===== src/rtl/i2s_rx_deserializer.sv =====
// rtl/i2s_rx_deserializer.sv - Philips I2S receiver, oversampled pins to parallel signed L/R samples (optional: I2S_RX_ERR_CNT_EN)
module i2s_rx_deserializer #(
    parameter int DATA_W      = 24,
    parameter int SYNC_STAGES = 2,
    parameter int CNT_W       = 6
) (
    input  logic              clk,
    input  logic              rst,
    input  logic              i2s_bclk,
    input  logic              i2s_lrclk,
    input  logic              i2s_sdata,
    output logic [DATA_W-1:0] left_out,
    output logic [DATA_W-1:0] right_out,
    output logic              sample_valid,
    output logic              frame_err
`ifdef I2S_RX_ERR_CNT_EN
    ,
    output logic [15:0]       err_count
`endif
);

    localparam logic [CNT_W-1:0] DATA_W_C = CNT_W'(DATA_W);

    typedef enum logic [1:0] {
        IDLE  = 2'd0,
        LEFT  = 2'd1,
        RIGHT = 2'd2
    } state_t;

    logic [SYNC_STAGES-1:0] bclk_sync_q;
    logic [SYNC_STAGES-1:0] lr_sync_q;
    logic [SYNC_STAGES-1:0] sd_sync_q;
    logic                   bclk_prev_q;
    logic                   rise_q;
    logic                   lr_smp_q;
    logic                   sd_smp_q;

    state_t                 state_q;
    logic                   lr_prev_q;
    logic [DATA_W-1:0]      shift_q;
    logic [DATA_W-1:0]      shift_d;
    logic [CNT_W-1:0]       cnt_q;
    logic [CNT_W-1:0]       cnt_d;
    logic [DATA_W-1:0]      pend_q;
    logic                   pend_vld_q;
    logic [DATA_W-1:0]      left_q;
    logic [DATA_W-1:0]      right_q;
    logic                   valid_q;
    logic                   err_q;

    logic                   boundary;
    logic                   word_good;

    // Identical synchronizer chains keep bclk, lrclk and sdata mutually aligned; rise and samples are then registered together
    always_ff @(posedge clk) begin
        if (rst) begin
            bclk_sync_q <= '0;
            lr_sync_q   <= '0;
            sd_sync_q   <= '0;
            bclk_prev_q <= 1'b0;
            rise_q      <= 1'b0;
            lr_smp_q    <= 1'b0;
            sd_smp_q    <= 1'b0;
        end else begin
            bclk_sync_q <= {bclk_sync_q[SYNC_STAGES-2:0], i2s_bclk};
            lr_sync_q   <= {lr_sync_q[SYNC_STAGES-2:0], i2s_lrclk};
            sd_sync_q   <= {sd_sync_q[SYNC_STAGES-2:0], i2s_sdata};
            bclk_prev_q <= bclk_sync_q[SYNC_STAGES-1];
            rise_q      <= bclk_sync_q[SYNC_STAGES-1] & ~bclk_prev_q;
            lr_smp_q    <= lr_sync_q[SYNC_STAGES-1];
            sd_smp_q    <= sd_sync_q[SYNC_STAGES-1];
        end
    end

    // Shift register and bit counter after absorbing the bit sampled on this bclk rise
    always_comb begin
        shift_d = shift_q;
        cnt_d   = cnt_q;
        if (cnt_q < DATA_W_C) begin
            shift_d = {shift_q[DATA_W-2:0], sd_smp_q};
        end
        if (cnt_q != '1) begin
            cnt_d = cnt_q + 1'b1;
        end
    end

    assign boundary  = rise_q && (lr_smp_q != lr_prev_q);
    assign word_good = (cnt_d >= DATA_W_C);

    // Slot FSM: collects bits, closes slots on lrclk boundaries, pairs left with right and emits registered strobes
    always_ff @(posedge clk) begin
        if (rst) begin
            state_q    <= IDLE;
            lr_prev_q  <= 1'b0;
            shift_q    <= '0;
            cnt_q      <= '0;
            pend_q     <= '0;
            pend_vld_q <= 1'b0;
            left_q     <= '0;
            right_q    <= '0;
            valid_q    <= 1'b0;
            err_q      <= 1'b0;
        end else begin
            valid_q <= 1'b0;
            err_q   <= 1'b0;
            if (rise_q) begin
                lr_prev_q <= lr_smp_q;
                case (state_q)
                    IDLE: begin
                        // Only a right-to-left boundary starts a frame, so a stream joined mid-frame is skipped
                        if (boundary && !lr_smp_q) begin
                            state_q <= LEFT;
                            cnt_q   <= '0;
                            shift_q <= '0;
                        end
                    end
                    LEFT: begin
                        if (!boundary) begin
                            shift_q <= shift_d;
                            cnt_q   <= cnt_d;
                        end else begin
                            cnt_q   <= '0;
                            shift_q <= '0;
                            if (!lr_smp_q) begin
                                err_q      <= 1'b1;
                                pend_vld_q <= 1'b0;
                                state_q    <= IDLE;
                            end else begin
                                if (word_good) begin
                                    pend_q     <= shift_d;
                                    pend_vld_q <= 1'b1;
                                end else begin
                                    err_q      <= 1'b1;
                                    pend_vld_q <= 1'b0;
                                end
                                state_q <= RIGHT;
                            end
                        end
                    end
                    RIGHT: begin
                        if (!boundary) begin
                            shift_q <= shift_d;
                            cnt_q   <= cnt_d;
                        end else begin
                            cnt_q      <= '0;
                            shift_q    <= '0;
                            pend_vld_q <= 1'b0;
                            if (lr_smp_q) begin
                                err_q   <= 1'b1;
                                state_q <= IDLE;
                            end else begin
                                if (!word_good) begin
                                    err_q <= 1'b1;
                                end else if (pend_vld_q) begin
                                    left_q  <= pend_q;
                                    right_q <= shift_d;
                                    valid_q <= 1'b1;
                                end
                                state_q <= LEFT;
                            end
                        end
                    end
                    default: begin
                        state_q <= IDLE;
                    end
                endcase
            end
        end
    end

`ifdef I2S_RX_ERR_CNT_EN
    logic [15:0] err_cnt_q;

    // Saturating count of frame_err pulses
    always_ff @(posedge clk) begin
        if (rst) begin
            err_cnt_q <= '0;
        end else if (err_q && (err_cnt_q != 16'hFFFF)) begin
            err_cnt_q <= err_cnt_q + 16'd1;
        end
    end

    assign err_count = err_cnt_q;
`endif

    assign left_out     = left_q;
    assign right_out    = right_q;
    assign sample_valid = valid_q;
    assign frame_err    = err_q;

endmodule


===== config.mk =====
export PLATFORM = sky130hd
export DESIGN_NAME = i2s_rx_deserializer
export DESIGN_NICKNAME = d
export VERILOG_FILES = /design/src/rtl/i2s_rx_deserializer.sv
export SDC_FILE = /design/constraint.sdc
export NUM_CORES = 1
export LEC_CHECK = 0
export CAP_MARGIN = 5
export CORE_MARGIN = 2
export CORE_UTILIZATION = 50
export DETAILED_ROUTE_END_ITERATION = 6
export GPL_ROUTABILITY_DRIVEN = 0
export HOLD_SLACK_MARGIN = 0.02
export PLACE_DENSITY = 0.75
export REMOVE_ABC_BUFFERS = 1
export SLEW_MARGIN = 20
export SYNTH_ARGS = -nofsm -noshare
export SYNTH_HDL_FRONTEND = slang
export SYNTH_SLANG_ARGS = --single-unit

===== constraint.sdc =====
create_clock -name clk -period 1.9 [get_ports clk]
set_input_delay 0.19 -clock clk [delete_from_list [all_inputs] [get_ports clk]]
set_output_delay 0.19 -clock clk [all_outputs]
set_load 0.03 [all_outputs]

==> results.json <==
{
  "status": "finished, violations left",
  "failed_checks": "setup timing",
  "nFillCells": 671,
  "dieArea_um2": 10660,
  "drc": 0,
  "nNetsFinal": 582,
  "clkSinkCount": 118,
  "synth_top_family_by_area": "simple AND/OR/NAND/NOR gates",
  "grt_pass1_vias": 3765,
  "synth_xor_area_share_pct": 0.1778,
  "synthMuxAreaShare_pct": 19.91,
  "syn_inst": 482,
  "cp-start-kind": "flop",
  "setup_violations": 50,
  "max_freq_mhz": 501.7,
  "synth_compound_area_share_pct": 6.475,
  "rrSetupSlack_ns": -0.09,
  "die_h_um": 103.3,
  "hpwl_mm": 6.207,
  "r2r-end": "right_out[13]$_SDFFE_PP0P_",
  "timing.rr.start": "cnt_q[0]$_SDFFE_PP0P_",
  "drtAntennaViolNets": 0,
  "worstHoldPathType": "primary input to flop",
  "clock_latency_ns": 0.51,
  "slew_violations": 0,
  "crit_path_max_fanout": 10,
  "grt_pass1_wl_mm": 18.40,
  "vdd.ir_drop.worst_uv": 522.6,
  "drt_iter0_drc": 210,
  "drive_gt1_share_pct": 23.93,
  "portBuffers": 54,
  "row_count": 36,
  "drt_wl_total_mm": 11.28,
  "finalHoldViolCount": 0,
  "cp.required_ns": 2.30,
  "vias": 3745,
  "arrival_ns": 2.39,
  "wl_per_cell_um": 15.71,
  "htreeDepth": 4,
  "synth_top_area_share_pct": 47.94,
  "routed_via_density": 5.216,
  "antenna_found_initial": 0,
  "clock_path_buffers": 2,
  "cp-end-kind": "flop",
  "fin_ws_ns": -0.09324,
  "num_antenna_cells": 0,
  "max_stage_delay_ns": 0.34,
  "synth-simple-area-share_pct": 20.80,
  "cts_tree": "built",
  "pin_count": 55,
  "cp-startpoint": "cnt_q[0]$_SDFFE_PP0P_",
  "firstDrtPassIters": 4,
  "p_per_area_nw_per_um2": 859.3,
  "p_leak_nw": 3.123,
  "path_clk_slew_ns": 0.06,
  "grt_use_total_pct": 22.31,
  "period_share_pct": 104.9,
  "yosysWarnings": 0,
  "synth-adder-area-share_pct": 1.270,
  "fin_skew_ns": 0.008769,
  "whs_path_depth": 2,
  "root_buffer": "clkbuf_8",
  "die_w_um": 103.3,
  "worst-setup-path-type": "flop to flop",
  "syn_avg_cell_area_um2": 10.22,
  "ys_ff_latch": 118,
  "cts_buffers": 17,
  "cp-endpoint": "right_out[13]$_SDFFE_PP0P_",
  "crit_path_top_delay_cell": "dfxtp_2",
  "rsz0062_at_grt": "yes",
  "grt_max_degree": 48,
  "ys_types": 37,
  "crit_chain": "buf_6 > and3_4 > and4b_2 > nor4_4 > buf_4 > nand3_4 > buf_4 > buf_12 > mux2i_2",
  "syn_to_final_growth_pct": 40.05,
  "initial_core_util_pct": 50.88,
  "yosysTopAreaCell": "dfxtp_1",
  "holdWs_ns": 0.06404,
  "tightest_slew_ns": 0.3123,
  "fin_crit_ns": 1.993,
  "synth.cell_area_um2": 4927,
  "dp_slack_ns": -0.07611,
  "drv_cap": 0,
  "crit_top_cell": "buf_4",
  "core-area_um2": 9684,
  "seq_area_frac_synth_pct": 47.94,
  "rr_worst_depth": 9,
  "fin_setup_tns_ns": -3.045,
  "slew_headroom_pct": 79.11,
  "grt_overflow_total": 0,
  "synthTopCellsByArea": "dfxtp_1 48%, mux2i_1 20%, nand2b_1 9.4%"
}
-- layout make-up --
class	instances	area (µm²)	area share, %
clock buffers	18	427.9	6.201
well taps	133	166.4	2.412
inverters	5	21.27	0.3083
multi-input cells	326	2549	36.94
clock inverters	14	198.9	2.883
repair buffers	104	1167	16.92
flip-flops and latches	118	2370	34.34
-- Yosys cell counts (all sizes together) --
master,n
dfxtp,118
mux2i,98
nand2b,74
nor2,33
or2,25
a22oi,24
clkbuf,17
buf,16
nor2b,13
a21oi,8
nor3,8
nand2,6
ha,5
inv,5
a31oi,4
nand3,4
and3,3
a211oi,2
and2,2
and4b,2
o21a,2
o21ai,2
or3,2
a21o,1
a32o,1
and3b,1
nand3b,1
nand4b,1
nor4,1
o21bai,1
o41ai,1
xor2,1
-- what timing repair did --
item / in CTS / in global routing
gates cloned: 6 / 2
hold endpoints to repair: 0 / 0
gates resized for setup: 28 / 29
setup endpoints to repair: 83 / 90
hold buffers: 0 / 0
setup buffers: 9 / 4
pin swaps: 7 / 13
-- critical path: cells and delay by family (launching register included) --
kind / cells / cell delay [ns]
flops: 1 / 0.34
mux: 1 / 0.14
simple gates: 4 / 0.79
buf+inv: 4 / 0.59
-- cell usage in the layout, fill, tap and decap left out, types with 3 or more instances in the layout --
| cell type | Yosys | routed |
|---|---|---|
| buf_6 | 1 | 9 |
| buf_4 | 1 | 28 |
| or2_2 | 25 | 25 |
| clkbuf_16 | 0 | 16 |
| nor3_1 | 8 | 6 |
| clkdlybuf4s50_1 | 0 | 53 |
| a21oi_1 | 8 | 8 |
| buf_16 | 0 | 6 |
| dfxtp_1 | 118 | 114 |
| a22oi_1 | 24 | 17 |
| buf_12 | 0 | 8 |
| bufinv_16 | 0 | 4 |
| nor2_1 | 32 | 32 |
| clkinv_4 | 0 | 5 |
| a31oi_1 | 4 | 4 |
| nor2b_1 | 13 | 13 |
| mux2i_1 | 98 | 95 |
| nand2b_1 | 74 | 74 |
| dfxtp_2 | 0 | 3 |
| ha_1 | 5 | 3 |
| mux2i_2 | 0 | 3 |
| inv_1 | 5 | 3 |
| nand2_1 | 6 | 5 |
| a22oi_2 | 0 | 7 |
-- flip-flops by register name, summed over array words and instances, names as in the netlist, 2 cells and up --
signal	count
state_q	2
shift_q	24
bclk_sync_q	2
pend_q	24
left_out	24
sd_sync_q	2
right_out	24
cnt_q	6
lr_sync_q	2
-- per-layer routing --
| layer | share of wire [%] | vias to the layer above | routed length (µm) | GRT usage (%) |
|---|---|---|---|---|
| met5 | 0 | - | 0 | 0 |
| met3 | 2.8 | 12 | 316 | 5.040 |
| li1 | - | 1846 | - | - |
| met1 | 43 | 1815 | 4861 | 27.43 |
| met2 | 52 | 72 | 5921 | 38.01 |
| met4 | 1.6 | 0 | 179 | 8.907 |
-- through the flow --
stage               cells  area [µm²]  total power [mW]  util (%)
finish                718        6900             5.929     71.25
global route          718        6900             6.085     71.25
CTS                   712        6753             5.949     69.73
detailed placement    666        5796             2.631     59.85
global placement      666        5796             2.630     59.85
floorplan             449        4777             2.571         -
-- cell families (layout without fill, tap and decap cells) --
logic type | after synthesis | count (layout)
and+or+nand+nor | 176 | 176
DFF | 118 | 118
muxes | 98 | 98
AOI/OAI and AO/OA | 46 | 46
buffers and inverters | 38 | 141
adders and majority gates | 5 | 5
xor gates and xnor gates | 1 | 1
-- how the worst min path moves through the flow --
stage                                       from                 endpoint  slack, ns
after detailed placement  bclk_prev_q$_SDFF_PP0_        rise_q$_SDFF_PP0_       0.38
after CTS                                    rst   lr_prev_q$_SDFFE_PP0P_       0.05
final                                        rst   lr_prev_q$_SDFFE_PP0P_       0.06
after global placement    bclk_prev_q$_SDFF_PP0_        rise_q$_SDFF_PP0_       0.37
after global routing                         rst   lr_prev_q$_SDFFE_PP0P_       0.06
after floorplan                              rst  state_q[1]$_SDFFE_PP0P_       0.26
-- report_power, final --
| part | switching [mW] | internal [mW] |
|---|---|---|
| clock network | 1.18 | 2.18 |
| registers | 0.00332 | 2.48 |
| logic | 0.0456 | 0.0472 |
(Power assumes the default switching activity.)
